File: src/rtl/ifetch_sram_arbiter.sv
// Instruction-fetch / data-port arbiter for one asynchronous SRAM bank.
// One access at a time: IDLE latches the winner, ACCESS holds the strobes
// for WAIT_STATES+1 cycles, ACK pulses the granted port's ack for one cycle.
module ifetch_sram_arbiter #(
  parameter int SRAM_ADDR_SIZE = 15,
  parameter int DATA_SIZE      = 8,
  parameter int WAIT_STATES    = 1
) (
  input  logic                      clk,
  input  logic                      reset,
  input  logic [SRAM_ADDR_SIZE-1:0] if_addr,
  input  logic                      if_rd_en,
  output logic                      if_ack,
  output logic [DATA_SIZE-1:0]      if_d_out,
  input  logic [SRAM_ADDR_SIZE-1:0] dp_addr,
  input  logic                      dp_rd_en,
  input  logic                      dp_wr_en,
  input  logic [DATA_SIZE-1:0]      dp_d_in,
  output logic                      dp_ack,
  output logic [DATA_SIZE-1:0]      dp_d_out,
  output logic [SRAM_ADDR_SIZE-1:0] sram_addr,
  output logic [DATA_SIZE-1:0]      sram_d_out,
  output logic                      sram_d_oe,
  input  logic [DATA_SIZE-1:0]      sram_d_in,
  output logic                      sram_ce_n,
  output logic                      sram_oe_n,
  output logic                      sram_we_n
);

  typedef enum logic [1:0] {IDLE, ACCESS, ACK} state_t;

  state_t                    state, state_nxt;
  logic [2:0]                cnt, cnt_nxt;
  logic                      grant_dp, grant_dp_nxt;
  logic                      op_wr, op_wr_nxt;
  logic                      last_dp, last_dp_nxt;
  logic [DATA_SIZE-1:0]      rd_data, rd_data_nxt;
  logic [SRAM_ADDR_SIZE-1:0] sram_addr_nxt;
  logic [DATA_SIZE-1:0]      sram_d_out_nxt;
  logic                      sram_d_oe_nxt, ce_n_nxt, oe_n_nxt, we_n_nxt;
  logic                      if_req, dp_req, pick_dp, wr_req;

  // Next-state and next strobe values; everything defaults to hold.
  always_comb begin
    state_nxt      = state;
    cnt_nxt        = cnt;
    grant_dp_nxt   = grant_dp;
    op_wr_nxt      = op_wr;
    last_dp_nxt    = last_dp;
    rd_data_nxt    = rd_data;
    sram_addr_nxt  = sram_addr;
    sram_d_out_nxt = sram_d_out;
    sram_d_oe_nxt  = sram_d_oe;
    ce_n_nxt       = sram_ce_n;
    oe_n_nxt       = sram_oe_n;
    we_n_nxt       = sram_we_n;
    if_req         = if_rd_en;
    dp_req         = dp_rd_en | dp_wr_en;
    // Round-robin: on a tie the port that did not win last time goes next.
    pick_dp        = dp_req & (~if_req | ~last_dp);
    // A simultaneous read+write on the data port is treated as a write.
    wr_req         = pick_dp & dp_wr_en;
    case (state)
      IDLE: begin
        if (if_req | dp_req) begin
          grant_dp_nxt  = pick_dp;
          last_dp_nxt   = pick_dp;
          op_wr_nxt     = wr_req;
          sram_addr_nxt = pick_dp ? dp_addr : if_addr;
          ce_n_nxt      = 1'b0;
          if (wr_req) begin
            sram_d_out_nxt = dp_d_in;
            sram_d_oe_nxt  = 1'b1;
            we_n_nxt       = 1'b0;
          end else begin
            oe_n_nxt = 1'b0;
          end
          cnt_nxt   = 3'(WAIT_STATES);
          state_nxt = ACCESS;
        end
      end
      ACCESS: begin
        if (cnt == 3'd0) begin
          if (!op_wr) rd_data_nxt = sram_d_in;
          we_n_nxt  = 1'b1;
          oe_n_nxt  = 1'b1;
          state_nxt = ACK;
        end else begin
          cnt_nxt = cnt - 3'd1;
        end
      end
      ACK: begin
        sram_d_oe_nxt = 1'b0;
        ce_n_nxt      = 1'b1;
        state_nxt     = IDLE;
      end
      default: state_nxt = IDLE;
    endcase
  end

  // Control state and strobes; reset aborts any access in flight.
  always_ff @(posedge clk) begin
    if (reset) begin
      state     <= IDLE;
      cnt       <= 3'd0;
      last_dp   <= 1'b1;
      rd_data   <= '0;
      sram_addr <= '0;
      sram_d_oe <= 1'b0;
      sram_ce_n <= 1'b1;
      sram_oe_n <= 1'b1;
      sram_we_n <= 1'b1;
    end else begin
      state     <= state_nxt;
      cnt       <= cnt_nxt;
      last_dp   <= last_dp_nxt;
      rd_data   <= rd_data_nxt;
      sram_addr <= sram_addr_nxt;
      sram_d_oe <= sram_d_oe_nxt;
      sram_ce_n <= ce_n_nxt;
      sram_oe_n <= oe_n_nxt;
      sram_we_n <= we_n_nxt;
    end
  end

  // Latched request attributes and write data; only meaningful during an access.
  always_ff @(posedge clk) begin
    grant_dp   <= grant_dp_nxt;
    op_wr      <= op_wr_nxt;
    sram_d_out <= sram_d_out_nxt;
  end

  assign if_ack   = (state == ACK) & ~grant_dp;
  assign dp_ack   = (state == ACK) &  grant_dp;
  assign if_d_out = rd_data;
  assign dp_d_out = rd_data;

endmodule

File: config.mk
export PLATFORM = sky130hd
export DESIGN_NAME = ifetch_sram_arbiter
export DESIGN_NICKNAME = d
export VERILOG_FILES = /design/src/rtl/ifetch_sram_arbiter.sv
export SDC_FILE = /design/constraint.sdc
export NUM_CORES = 1
export LEC_CHECK = 0
export ABC_AREA = 1
export CAP_MARGIN = 5
export CORE_ASPECT_RATIO = 1.25
export CORE_MARGIN = 2
export CORE_UTILIZATION = 39
export CTS_CLUSTER_DIAMETER = 80
export DETAILED_ROUTE_END_ITERATION = 16
export HOLD_SLACK_MARGIN = 0.15
export PLACE_DENSITY = 0.91
export SETUP_SLACK_MARGIN = 0.02
export SLEW_MARGIN = 20
export SYNTH_ARGS = -nofsm -noshare
export SYNTH_HDL_FRONTEND = slang
export SYNTH_SLANG_ARGS = --single-unit
File: constraint.sdc
create_clock -name clk -period 1.8 [get_ports clk]
set_input_delay 0.27 -clock clk [delete_from_list [all_inputs] [get_ports clk]]
set_output_delay 0.27 -clock clk [all_outputs]
set_load 0.02 [all_outputs]
# After elaboration in Yosys (flattened, before gate mapping)
# Cells that the tools add are included.
# totals
ff_bits	43
input_bits	51
output_inout_bits	45
# op_classes
n_addsub	1
eq_ne	7
muxes	19
n_bitwise	11
reduce_logical	13
# ops
cell	count
$mux W15	1
$reduce_and A3 Y1	4
$ne A2 B2 Y1 const B	5
$mux W1	8
$pmux W1 S2	4
$reduce_and A4 Y1	2
$mux W3	2
$pmux W3 S2	1
$reduce_and A2 Y1	3
$and A1 B1 Y1	4
$mux W2	2
$not A1 Y1	4
$pmux W2 S2	1
$reduce_bool A2 Y1	2
$logic_not A3 Y1	1
$or A1 B1 Y1	3
$sub A3 B1 Y3 const B	1
$eq A2 B1 Y1 const B	1
$eq A2 B2 Y1 const B	1
$logic_not A2 Y1	1

# Logic depth before layout (Yosys ltp)
# logic_depth
depth_word	7
depth_mapped	9
depth_no_buf	9

# Least setup slack after synthesis
# No wires, ideal clock.
# synth_timing
kind	register to register
from	reg state[1]
to	reg sram_d_out[0], enable pin
arrival_ps	984
required_time_ps	1426
setup_slack_ps	443
path_stages_with_launch	4
synth_period_minus_slack_ps	1357
cell_sequence	dfxtp_1 -> nor2_4 -> inv_1 -> nor2_1
# synth_between
elab_chain_cells	2
# synth_rtl
item	line	source
from (decl)	32	state_t state, state_nxt;
from (signal assigned)	114	state <= state_nxt;
$logic_not A2 Y1	63	case (state)
$reduce_and A3 Y1 (no line)	--	
to (signal assigned)	130	sram_d_out <= sram_d_out_nxt;
to (decl)	22	output logic [DATA_SIZE-1:0] sram_d_out,
# No other way between the ends.
# A chain may end at the register's enable or synchronous reset.

# Final worst setup path
# layout_timing
from	reg state[1]
to	out dp_ack
# layout_between
elab_chain_cells	2
# layout_rtl
item	line	source
$eq A2 B2 Y1	134	assign dp_ack = (state == ACK) & grant_dp;
$and A1 B1 Y1	134	
to (decl)	19	output logic dp_ack,
# No other way between the ends.

==> summary.md <==
| Metric | Value |
|---|---|
| Power per Cell Area | 956 nW/um^2 |
| Cells after synthesis | 235 |
| Clock latency on the worst-skew pair | 0.29 ns |
| Syn nets | 288 |
| Setup TNS | 0 ns |
| Yosys reg bits | 43 |
| Overall power | 2.80 mW |
| Final hold violations | 0 |
| Nets | 380 |
| Clock root buffer | clkbuf_8 |
| Min Tclk post-route | 1.60 ns |
| Max FO, Critical Path | 4 |
| Status | finished clean |
| Core Box Area | 4690 sq um |
| Chip width | 66.1 microns |
| Detailed-route wire length per cell | 11.3 microns |
| CP Capture Type | output pin |
| Leak Pwr | 1.32 nW |
| Die area | 5400 sq um |
| DPL Wire Length | 3430 microns |
| Drt pass-1 iters | 4 |
| Largest net degree at the start of global routing | 17 |
| # H-tree levels | 2 |
| Yosys warns | 0 |
| Avg Cell Area, Syn | 8.00 sq um |
| WL final | 4370 microns |
| Final setup fails | 0 |
| CTS clk-pin slew, worst paths | 0.08 ns |
| Grt total ovfl | 0 |
| Port buffer count | 95 |
| IO Count | 96 |
| Tot GR Track Use | 17.6% |
| Worst EP arrival | 1.33 ns |
| Post-route ant nets | 0 |
| Max VDD drop | 0.810 mV |
| Gp weighted congestion | 0.730 |
| Layout cells sized above 1 | 9.15% |
| Final period util | 88.8% |
| First-pass GRT wire length | 7200 microns |
| Post-CTS setup buffer count | 0 |
| Crit-path leading delay family | flip-flops |
| Pre-CTS setup slack | 0.190 ns |
| Relative slew margins | 81.8% |
| Crit path buf inv count | 1 |
| Synth unique cells | 23 |
| Worst slew pin tran | 0.273 ns |
| Total number of vias | 1,686 |
| Num Clock Sinks | 43 |
| Cell area after synthesis | 1880 sq um |
| Max incr delay on CP | 0.41 ns |
| Starting Density | 40.1% |
| Number of fill cells | 417 |
| Num rows | 28 |
| Crit-path slowest cell | dfxtp_1 |
| Area growth syn-to-layout | 55.8% |
| Slew Limit Fails | 0 |
| CTS tree | built |
| Max-cap check violation count | 0 |
| Worst setup path class | flip-flop to output pin |
| Die Height | 81.6 microns |
| Critical Path Start Type | flip-flop |
| Final WS setup | 0.201 ns |
| CTS max path bufs | 2 |
| Final Skew | 0.00879 ns |
| Cts bufs inserted | 5 |
| Initial drt markers | 74 |
| Fmax achieved | 625 MHz |
| Seq/Total Area, Yosys | 51.1% |
| Cell chain of the critical path | nand2_1, nor2_1, dlygate4sd2_1 |
| N_diodes | 0 |
| Via/cell ratio | 4.35 |
| Initial antenna violation count | 0 |
| Min-Delay Path Class | flip-flop to flip-flop |
| RSZ-0062 raised after global routing | false |
| Post-route DRC | 0 |
| Worst endpoint required time | 1.53 ns |
| Vias in the first global route | 1,600 |
[metal layers]
layer | GRT usage [%] | wire, microns
met1 | 18.9 | 1680
met2 | 32.1 | 2340
met3 | 5.75 | 272
met4 | 6.33 | 74
met5 | 0 | 0
[cell usage after synthesis (all sizes together)]
master,count,area share (%)
a21oi,6,2.2
buf,12,5.4
clkbuf,1,0.20
dfxtp,33,35
edfxtp,10,16
ha,2,1.3
inv,16,3.3
nand2,113,25
nand3,3,0.80
nor2,29,8.0
o211ai,1,0.40
o21a,1,0.40
o21ai,8,2.1
[per-stage QoR]
| step | utilization (%) | instance area (sq um) | hold slack, ns | cells |
|---|---|---|---|---|
| floorplan | - | 1880 | 0.339 | 235 |
| global placement | 60.2 | 2820 | 0.435 | 380 |
| detailed placement | 60.2 | 2820 | 0.437 | 380 |
| CTS | 62.4 | 2930 | 0.450 | 388 |
| global route | 62.4 | 2930 | 0.477 | 388 |
| finish | 62.4 | 2930 | 0.451 | 388 |
[cells in the final DEF, fill, tap and decap left out, drive strengths merged]
cell and count:
nand2 113, o211ai 1, bufinv 1, nor2 29, o21a 1, dfxtp 33
dlygate4sd2 2, inv 16, edfxtp 10, o21ai 8, clkdlybuf4s50 93, clkinv 2
nand3 3, ha 2, a21oi 6, buf 3, clkbuf 5
[cell families after synthesis]
group / after synthesis / share of synthesized area [%]
and+or+nand+nor: 145 / 33.5
DFF: 43 / 51.1
buffers and inverters: 29 / 8.91
AOI/OAI and AO/OA: 16 / 5.12
adders and majority gates: 2 / 1.33
[worst reg2reg max path, stage by stage (launching register included)]
cell     delay [ns]
dfxtp_1        0.30
inv_1          0.11
ha_1           0.16
nand2_1        0.06
inv_1          0.08
nand2_2        0.09
nor2_4         0.19
inv_2          0.12
nor2_1         0.10
nor2_1         0.06
[timing repair]
item,4_1_cts,5_1_grt
hold buffers,0,0
gates resized for setup,2,0
endpoints found under the setup margin,2,0
[worst paths after layout]
check | startpoint | end | slack [ns] | depth (start not counted)
setup / recovery | state[1] | dp_ack | 0.20 | 3
hold / removal | sram_addr[11] | sram_addr[11] | 0.45 | 2
setup reg to reg | cnt[0] | dp_d_out[2] | 0.42 | 9
hold reg to reg | sram_addr[11] | sram_addr[11] | 0.45 | 2
[sequential cells by signal, summed over array words and instances, names as in the netlist]
name,count
cnt,3
dp_d_out,8
grant_dp,1
last_dp,1
op_wr,1
sram_addr,15
sram_ce_n,1
sram_d_oe,1
sram_d_out,8
sram_oe_n,1
sram_we_n,1
state,2
[where the power goes]
group	internal, mW	leakage, nW	total (mW)	switching (mW)
Clock	0.406	0.0556	0.722	0.316
Sequential	1.12	0.366	1.20	0.0771
Combinational	0.413	0.902	0.883	0.470
[cell type report]
class,instances,area (sq um),area share (%)
clock inverters,3,38.8,1.32
multi-input cells,163,752,25.7
repair buffers,98,971,33.1
clock buffers,5,68.8,2.35
well taps,60,75.1,2.56
flip-flops and latches,43,961,32.8
inverters,16,62.6,2.14
Power figures use the tool's default switching activity.
